<file path="src/rtl/synth_channel_sequencer_pkg.sv">
// Shared types for the synthesizer channel sequencer.
// Holds the channelizer control word, which is reused as the sequencer's output
// control bus, and the sequencer FSM state encoding.
package synth_channel_sequencer_pkg;

    localparam int unsigned DATA_INDEX_W      = 8;
    localparam int unsigned TRANSFORM_INDEX_W = 16;

    // Control word accompanying each sample on the channelizer/synthesizer link
    typedef struct packed {
        logic                         valid;
        logic                         last;
        logic                         first;
        logic                         overflow;
        logic [DATA_INDEX_W-1:0]      data_index;
        logic [TRANSFORM_INDEX_W-1:0] transform_index;
    } channelizer_control_t;

    typedef enum logic [1:0] {
        IDLE = 2'd0,
        EMIT = 2'd1,
        GAP  = 2'd2
    } synth_seq_state_t;

endpackage

</file>
<file path="src/rtl/synth_channel_store.sv">
// Per-channel IQ holding store with pending bits.
// Ports:
//   clk, rst_n         clock, async active-low reset
//   wr_valid_i         write strobe; wr_index_i selects channel, wr_data_i is {I,Q}
//   rd_clear_i         consuming read of rd_index_i this cycle (clears pending)
//   rd_index_i         channel being read
//   rd_data_c          combinational pre-write contents of rd_index_i
//   rd_pending_c       combinational pre-write pending bit of rd_index_i
//   err_overwrite_o    registered pulse: a write replaced an unconsumed sample
module synth_channel_store #(
    parameter int unsigned NUM_CHANNELS = 16,
    parameter int unsigned IDX_W        = 4,
    parameter int unsigned DATA_WIDTH   = 22
) (
    input  logic                         clk,
    input  logic                         rst_n,
    input  logic                         wr_valid_i,
    input  logic [IDX_W-1:0]             wr_index_i,
    input  logic signed [DATA_WIDTH-1:0] wr_data_i [2],
    input  logic                         rd_clear_i,
    input  logic [IDX_W-1:0]             rd_index_i,
    output logic signed [DATA_WIDTH-1:0] rd_data_c [2],
    output logic                         rd_pending_c,
    output logic                         err_overwrite_o
);

    logic signed [DATA_WIDTH-1:0] store_i_q [NUM_CHANNELS];
    logic signed [DATA_WIDTH-1:0] store_q_q [NUM_CHANNELS];
    logic [NUM_CHANNELS-1:0]      pending_q;
    logic [NUM_CHANNELS-1:0]      pending_d;
    logic                         err_overwrite_q;
    logic                         err_overwrite_d;
    logic                         collide_c;

    // Reads always see pre-write contents
    assign rd_data_c[0] = store_i_q[rd_index_i];
    assign rd_data_c[1] = store_q_q[rd_index_i];
    assign rd_pending_c = pending_q[rd_index_i];

    // A consuming read of the written channel absorbs the old sample, so no overwrite
    assign collide_c       = rd_clear_i && (rd_index_i == wr_index_i);
    assign err_overwrite_d = wr_valid_i && pending_q[wr_index_i] && !collide_c;

    // Clear on read first, then set on write so a colliding write leaves pending high
    always_comb begin
        pending_d = pending_q;
        if (rd_clear_i) begin
            pending_d[rd_index_i] = 1'b0;
        end
        if (wr_valid_i) begin
            pending_d[wr_index_i] = 1'b1;
        end
    end

    always_ff @(posedge clk or negedge rst_n) begin
        if (!rst_n) begin
            pending_q       <= '0;
            err_overwrite_q <= 1'b0;
            for (int unsigned k = 0; k < NUM_CHANNELS; k++) begin
                store_i_q[k] <= '0;
                store_q_q[k] <= '0;
            end
        end else begin
            pending_q       <= pending_d;
            err_overwrite_q <= err_overwrite_d;
            if (wr_valid_i) begin
                store_i_q[wr_index_i] <= wr_data_i[0];
                store_q_q[wr_index_i] <= wr_data_i[1];
            end
        end
    end

    assign err_overwrite_o = err_overwrite_q;

endmodule

</file>
<file path="src/rtl/synth_channel_sequencer.sv">
// Transmit-side feeder for the synthesizer: collects sparse per-channel IQ writes
// and emits one sample per channel per frame as a TDM stream.
// Ports:
//   Clk, Rst_n       clock, async active-low reset
//   Enable           start/continue frame generation (sampled in IDLE and on the last channel)
//   Channel_enable   per-channel emit mask
//   Input_valid/Input_index/Input_data   channel write port, data {I,Q}
//   Output_ctrl/Output_data              registered TDM output stream
//   Error_overwrite  pulse: write replaced an unconsumed sample
//   Error_underflow  pulse: enabled channel emitted with no fresh sample
module synth_channel_sequencer
    import synth_channel_sequencer_pkg::*;
#(
    parameter int unsigned NUM_CHANNELS        = 16,
    parameter int unsigned CHANNEL_INDEX_WIDTH = $clog2(NUM_CHANNELS),
    parameter int unsigned DATA_WIDTH          = 22,
    parameter int unsigned SAMPLE_SPACING      = 2
) (
    input  logic                              Clk,
    input  logic                              Rst_n,
    input  logic                              Enable,
    input  logic [NUM_CHANNELS-1:0]           Channel_enable,
    input  logic                              Input_valid,
    input  logic [CHANNEL_INDEX_WIDTH-1:0]    Input_index,
    input  logic signed [DATA_WIDTH-1:0]      Input_data [2],
    output channelizer_control_t              Output_ctrl,
    output logic signed [DATA_WIDTH-1:0]      Output_data [2],
    output logic                              Error_overwrite,
    output logic                              Error_underflow
);

    localparam logic [CHANNEL_INDEX_WIDTH-1:0] LAST_CHAN =
        CHANNEL_INDEX_WIDTH'(NUM_CHANNELS - 1);
    localparam int unsigned SPACE_W = (SAMPLE_SPACING > 2) ? $clog2(SAMPLE_SPACING - 1) : 1;
    localparam logic [SPACE_W-1:0] GAP_LAST =
        SPACE_W'((SAMPLE_SPACING > 1) ? SAMPLE_SPACING - 2 : 0);
    localparam synth_seq_state_t AFTER_EMIT = (SAMPLE_SPACING == 1) ? EMIT : GAP;

    synth_seq_state_t                 state_q, state_d;
    logic [CHANNEL_INDEX_WIDTH-1:0]   chan_q, chan_d;
    logic [SPACE_W-1:0]               space_q, space_d;
    logic [TRANSFORM_INDEX_W-1:0]     frame_q, frame_d;

    channelizer_control_t             ctrl_q, ctrl_d;
    logic signed [DATA_WIDTH-1:0]     data_q [2];
    logic signed [DATA_WIDTH-1:0]     data_d [2];
    logic                             underflow_q, underflow_d;

    logic                             rd_clear_c;
    logic signed [DATA_WIDTH-1:0]     rd_data_c [2];
    logic                             rd_pending_c;
    logic                             err_overwrite;

    synth_channel_store #(
        .NUM_CHANNELS (NUM_CHANNELS),
        .IDX_W        (CHANNEL_INDEX_WIDTH),
        .DATA_WIDTH   (DATA_WIDTH)
    ) u_store (
        .clk             (Clk),
        .rst_n           (Rst_n),
        .wr_valid_i      (Input_valid),
        .wr_index_i      (Input_index),
        .wr_data_i       (Input_data),
        .rd_clear_i      (rd_clear_c),
        .rd_index_i      (chan_q),
        .rd_data_c       (rd_data_c),
        .rd_pending_c    (rd_pending_c),
        .err_overwrite_o (err_overwrite)
    );

    // Sequencer FSM: next state, counters and next output word
    always_comb begin
        state_d     = state_q;
        chan_d      = chan_q;
        space_d     = space_q;
        frame_d     = frame_q;
        ctrl_d      = '0;
        data_d[0]   = '0;
        data_d[1]   = '0;
        underflow_d = 1'b0;
        rd_clear_c  = 1'b0;

        case (state_q)
            IDLE: begin
                if (Enable) begin
                    state_d = EMIT;
                    chan_d  = '0;
                    space_d = '0;
                end
            end
            EMIT: begin
                ctrl_d.valid           = 1'b1;
                ctrl_d.last            = (chan_q == LAST_CHAN);
                ctrl_d.data_index      = DATA_INDEX_W'(chan_q);
                ctrl_d.transform_index = frame_q;
                // Masked channels emit zero and leave their pending bit alone
                if (Channel_enable[chan_q]) begin
                    rd_clear_c = 1'b1;
                    if (rd_pending_c) begin
                        data_d[0] = rd_data_c[0];
                        data_d[1] = rd_data_c[1];
                    end else begin
                        underflow_d = 1'b1;
                    end
                end
                space_d = '0;
                if (chan_q == LAST_CHAN) begin
                    chan_d = '0;
                    if (!Enable) begin
                        state_d = IDLE;
                    end else begin
                        frame_d = frame_q + TRANSFORM_INDEX_W'(1);
                        state_d = AFTER_EMIT;
                    end
                end else begin
                    chan_d  = chan_q + CHANNEL_INDEX_WIDTH'(1);
                    state_d = AFTER_EMIT;
                end
            end
            GAP: begin
                if (space_q == GAP_LAST) begin
                    state_d = EMIT;
                    space_d = '0;
                end else begin
                    space_d = space_q + SPACE_W'(1);
                end
            end
            default: begin
                state_d = IDLE;
            end
        endcase
    end

    // State, counters and output register
    always_ff @(posedge Clk or negedge Rst_n) begin
        if (!Rst_n) begin
            state_q     <= IDLE;
            chan_q      <= '0;
            space_q     <= '0;
            frame_q     <= '0;
            ctrl_q      <= '0;
            data_q[0]   <= '0;
            data_q[1]   <= '0;
            underflow_q <= 1'b0;
        end else begin
            state_q     <= state_d;
            chan_q      <= chan_d;
            space_q     <= space_d;
            frame_q     <= frame_d;
            ctrl_q      <= ctrl_d;
            data_q[0]   <= data_d[0];
            data_q[1]   <= data_d[1];
            underflow_q <= underflow_d;
        end
    end

    assign Output_ctrl     = ctrl_q;
    assign Output_data[0]  = data_q[0];
    assign Output_data[1]  = data_q[1];
    assign Error_underflow = underflow_q;
    assign Error_overwrite = err_overwrite;

endmodule
</file>
<file path="config.mk">
export PLATFORM = sky130hd
export DESIGN_NAME = synth_channel_sequencer
export DESIGN_NICKNAME = d
export VERILOG_FILES = /design/src/rtl/synth_channel_sequencer_pkg.sv /design/src/rtl/synth_channel_store.sv /design/src/rtl/synth_channel_sequencer.sv
export SDC_FILE = /design/constraint.sdc
export NUM_CORES = 1
export LEC_CHECK = 0
export ABC_AREA = 1
export CORE_MARGIN = 1.5
export CORE_UTILIZATION = 30
export DETAILED_ROUTE_END_ITERATION = 12
export PLACE_DENSITY = 0.47
export SLEW_MARGIN = 20
export SYNTH_ARGS = -nofsm -noshare
export SYNTH_HDL_FRONTEND = slang
export SYNTH_HIERARCHICAL = 1
export SYNTH_SLANG_ARGS = --single-unit
</file>
<file path="constraint.sdc">
create_clock -name Clk -period 2.3 [get_ports Clk]
set_input_delay 0.46 -clock Clk [delete_from_list [all_inputs] [get_ports Clk]]
set_output_delay 0.46 -clock Clk [all_outputs]
set_load 0.05 [all_outputs]
</file>
* Word-level counts from Yosys, hierarchy flattened *
Index checks and enable logic that the tools add are counted.

storage, ports and cells
  register bits = 815
  output and inout bits = 74

cells by class
  add/subtract/negate cells = 3
  $lt $le $gt $ge = 7
  equal/unequal tests = 6
  muxes and demuxes = 43
  bitwise gates (word level) = 5
  reduce and logical (&&, ||, !) cells = 14

operators by type and width
  operator                 count
  $bwmux W352              2
  $bmux W22 S4             2
  $mux W44                 3
  $mux W22                 5
  $demux W22 S4            1
  $mux W16                 2
  $mux W20                 1
  $add A16 B1 Y16 const B  1
  $and A16 B16 Y16         1
  $not A16 Y16             1
  $or A16 B16 Y16          1
  $bmux W1 S4              3
  $mux W1                  12
  $ge A5 B5 Y1 const B     2
  $lt A4 B5 Y1 const B     2
  $mux W2                  5
  $not A4 Y5               2
  $demux W1 S4             2
  $ge A4 B1 Y1 const B     2
  $mux W4                  2
  $pmux W4 S2              1
  $logic_and A1 B1 Y1      6
  $pmux W2 S3              1
  $reduce_and A2 Y1        3
  other kinds (14)         15

* Logic depth before layout (Yosys ltp) *
  depth in word-level cells = 9
  depth in mapped cells = 15

* By module *
Netlist, hierarchy kept.

by module, submodules not included
  module                   instances  cells an instance  area each (sq um)  sequential area each (sq um)
  synth_channel_store      1          3,803              31,661.6           18,042.3
  synth_channel_sequencer  1          398                3,766.1            2,227.1

* Worst setup path after synthesis *
OpenSTA, ideal clock, no wires.

  kind = flip-flop to flip-flop
  start = register chan_q[1]
  end = register data_q, in the netlist Output_data[34]
  arrival time = 2,244 ps
  slack = -17 ps
  stages on the path, launching flop included = 14
  buffers on the path = 5
  period minus slack after synthesis = 2,317 ps
  path through = dfrtp_1 > buf_2 > clkinv_1 > nor2_1 > buf_2 > clkbuf_1 > nand2_1 > nand4_1 > nand2_1 > nand4_1 > clkbuf_1 > clkbuf_1 > nand2_1 > a21oi_2

RTL lines
  what                      RTL line                        text
  start: declaration        synth_channel_sequencer.sv:40   logic [CHANNEL_INDEX_WIDTH-1:0] chan_q, chan_d;
  start signal: assignment  synth_channel_sequencer.sv:147  chan_q <= chan_d;
  end: declaration          synth_channel_sequencer.sv:45   logic signed [DATA_WIDTH-1:0] data_q [2];

* Final worst setup path *
  start = register data_q, in the netlist Output_data[2]
  end = output port Output_data[2] in the netlist's numbering

RTL lines
  what              RTL line                       text
  end: declaration  synth_channel_sequencer.sv:27  output logic signed [DATA_WIDTH-1:0] Output_data [2],

No word-level cell between the ends.

==> results.cfg <==
[run_status]
outcome = finished, final reports clean

[setup_path]
crit_path_end_kind = output port
crit_required_ns = 1.84
path_max_fanout = 1
r2r_start = chan_q[0]
crit_arrival_ns = 1.78
critical_path_class = reg -> out
critPathMaxStageDelay_ns = 0.80
cp-start-kind = register
cp-startpoint = Output_data[2]
cp_top_family = buffers and inverters
path_cells = clkdlybuf4s50_1
path_buf_inv = 1
cp_slowest_cell = clkdlybuf4s50_1

[cts]
clockRootBuffer = clkbuf_16
cts_sinks = 810
htreeDepth = 3
insertion_delay_ns = 0.66
numCtsBuffers = 92
cts_tree = done
clk_pin_slew_ns = 0.06
cts_buffer_depth = 3

[grt]
grt_pass1_vias = 29230
antenna_found_initial = 3
grt_use_total = 0.2031
grt_pass1_wl_um = 188400
grt-ovfl-total = 0
grt_max_degree = 64

[route]
avgViaCountPerCell = 5.061
drt-initial-drc-count = 2764
num_vias = 29820
ant_nets = 0
drt-total-wl_um = 123500
drt_pass1_iterations = 6
drcViolationCount = 0
wire_per_inst_um = 20.97

[timing]
worst_slew_pin_slew_ns = 0.5640
tns_ns = 0
grt_setup_unrepaired = true
fin_crit_ns = 2.239
finalHoldWorstSlack_ns = 0.3097
hold_violations = 0
finalCritPeriodShare = 0.9736
relSlewSlack = 0.6236
report.final.slew_viol_count = 0
skew_ns = 0.01871
fmax_mhz = 446.6
setup_violations = 0

[power]
power_leakage_uw = 0.01914
p_per_area_nw_per_um2 = 1238
ir_drop_mv = 0.8255

[hold_path]
hold_class = in -> async

[placement]
gp_congestion = 0.8114
io_buffers = 135
place_hpwl_um = 74040

[floorplan]
die_width_um = 346.6
fp.coreArea_sq_um = 116700
initial_core_util = 0.3036
rows = 125
num_io_pins = 142
die_y_um = 346.6
die_area_sq_um = 120200

[finish]
final_util = 0.3700
fin_nets = 4376
area_growth_pct = 21.85
final_layout_size_suffix_gt1_frac = 0.09432
seq_area_sq_um = 20280
multiInputGateArea_sq_um = 13300
insertedDiodeCount = 0
fillers = 11950

[logic_synthesis]
yosys_warnings = 6
syn_area_per_cell_sq_um = 8.433
synth_top_area_frac = 0.5721
synth_area_leader_cell = dfrtp_1
async_flop_share = 1.000
seq_area_frac_synth = 0.5721
synth_area_leaders = dfrtp_1 57%, nand2_1 12%, o21ai_0 7.1%
ys_ff_latch = 810
netlist_instances = 4201
synth.distinct_cells = 32
ys_dominant_reg_cell = dfrtp_1
synth_enable_flop_cells = 0
syn_area_sq_um = 35430

[run]
drv_cap = 0
==> power breakdown <==
group          internal (uW)  total, uW  switching, uW
clock                   8330      14400           6050
sequential             17600      19500           1850
combinational           6630      19600          13000
==> cell usage in the layout (no fill, tap or decap), types with 2 or more instances in the layout <==
cell type,instances
nand2_1,1103
dfrtp_1,808
o21ai_0,500
a21oi_1,390
nor2_1,351
nand3_1,291
nand4_1,186
inv_1,130
buf_4,116
clkdlybuf4s50_1,106
clkbuf_16,96
buf_12,94
dlygate4sd2_1,27
clkbuf_8,22
clkbuf_1,17
o21ai_1,17
clkinv_2,16
nor2_4,13
a21oi_2,11
xor2_1,8
nand3_4,7
conb_1,6
nand2_2,5
nor3_1,5
inv_2,5
nand2_4,4
nand3_2,3
o31ai_1,3
o22ai_1,2
ha_1,2
dfrtp_4,2
clkinv_8,2
clkinvlp_4,2
buf_8,2
buf_16,2
buf_6,2
==> cell families after synthesis <==
family                   after synthesis  synth area share
AO/OA/AOI/OAI                        924            0.1320
XOR/XNOR                               8          0.001978
adder cells (fa/ha/maj)                2         0.0007062
buffers and inverters                484           0.05757
flip-flops                           810            0.5721
other                                  1         0.0001058
AND/OR/NAND/NOR                     1972            0.2355
==> per-layer routing <==
metal	wire length, um	global-route usage	vias to the layer above
li1	-	-	14130
met1	57760	0.2901	14770
met2	56990	0.3233	773
met3	6377	0.02727	140
met4	2365	0.05290	6
met5	35	0	-
==> cell usage after synthesis, types with 10 or more instances <==
| library cell | count |
|---|---|
| buf_6 | 10 |
| dfrtp_1 | 810 |
| nand3_1 | 295 |
| inv_1 | 130 |
| a21oi_2 | 11 |
| buf_2 | 92 |
| nand2_1 | 1109 |
| buf_1 | 16 |
| clkbuf_1 | 221 |
| nor2_1 | 357 |
| nand4_1 | 186 |
| o21ai_0 | 500 |
| a21oi_1 | 390 |
| o21ai_1 | 17 |
==> registers in the layout, summed over array words and instances, names as in the netlist <==
register	flops
u_store/err_overwrite_o	1
chan_q	4
u_store/pending_q	16
u_store/store_q_q	352
u_store/store_i_q	352
Output_data	44
Error_underflow	1
frame_q	16
state_q	2
Output_ctrl	22
==> through the flow <==
| step | total power, uW | worst slack [ns] | instances | cell area [sq um] |
|---|---|---|---|---|
| after global routing | 56560 | -0.02771 | 5892 | 43170 |
| after detailed placement | 38650 | -0.06238 | 5720 | 40030 |
| after global placement | 38560 | -0.03424 | 5720 | 40030 |
| after CTS | 53220 | 0.004808 | 5879 | 42970 |
| final | 53450 | 0.06083 | 5892 | 43170 |
| after floorplan | 30300 | -0.01708 | 4206 | 35450 |
==> path summary, 6_finish.rpt <==
| check | endpoint | cells past startpoint | slack [ns] |
|---|---|---|---|
| worst max-delay path | Output_data[2] | 1 | 0.06 |
| worst min-delay path | frame_q[1] | 2 | 0.31 |
| worst max register to register | Output_data[2] | 11 | 0.07 |
| worst min register to register | state_q[0] | 1 | 0.43 |
| max in group asynchronous | u_store/store_i_q[297] | 4 | 1.09 |
| min in group Clk | u_store/store_i_q[310] | 3 | 0.40 |
==> area by class of cell <==
type                            count  area share
Clock buffer                      134     0.06356
Clock inverter                     22    0.004116
Inverter                          137     0.01209
Multi-Input combinational cell   2912      0.3082
Sequential cell                   810      0.4697
Tap cell                         1524     0.04417
Timing Repair Buffer              353     0.09817
==> repair_timing <==
action	4_1_cts	5_1_grt
cloned	1	1
hold endpoints to repair	30	0
hold buffers	1	0
buffers inserted	1	12
setup endpoints to repair	28	28
pin swaps	1	2
resized for setup	27	7
Note: power is estimated with default switching activity, not from simulation.
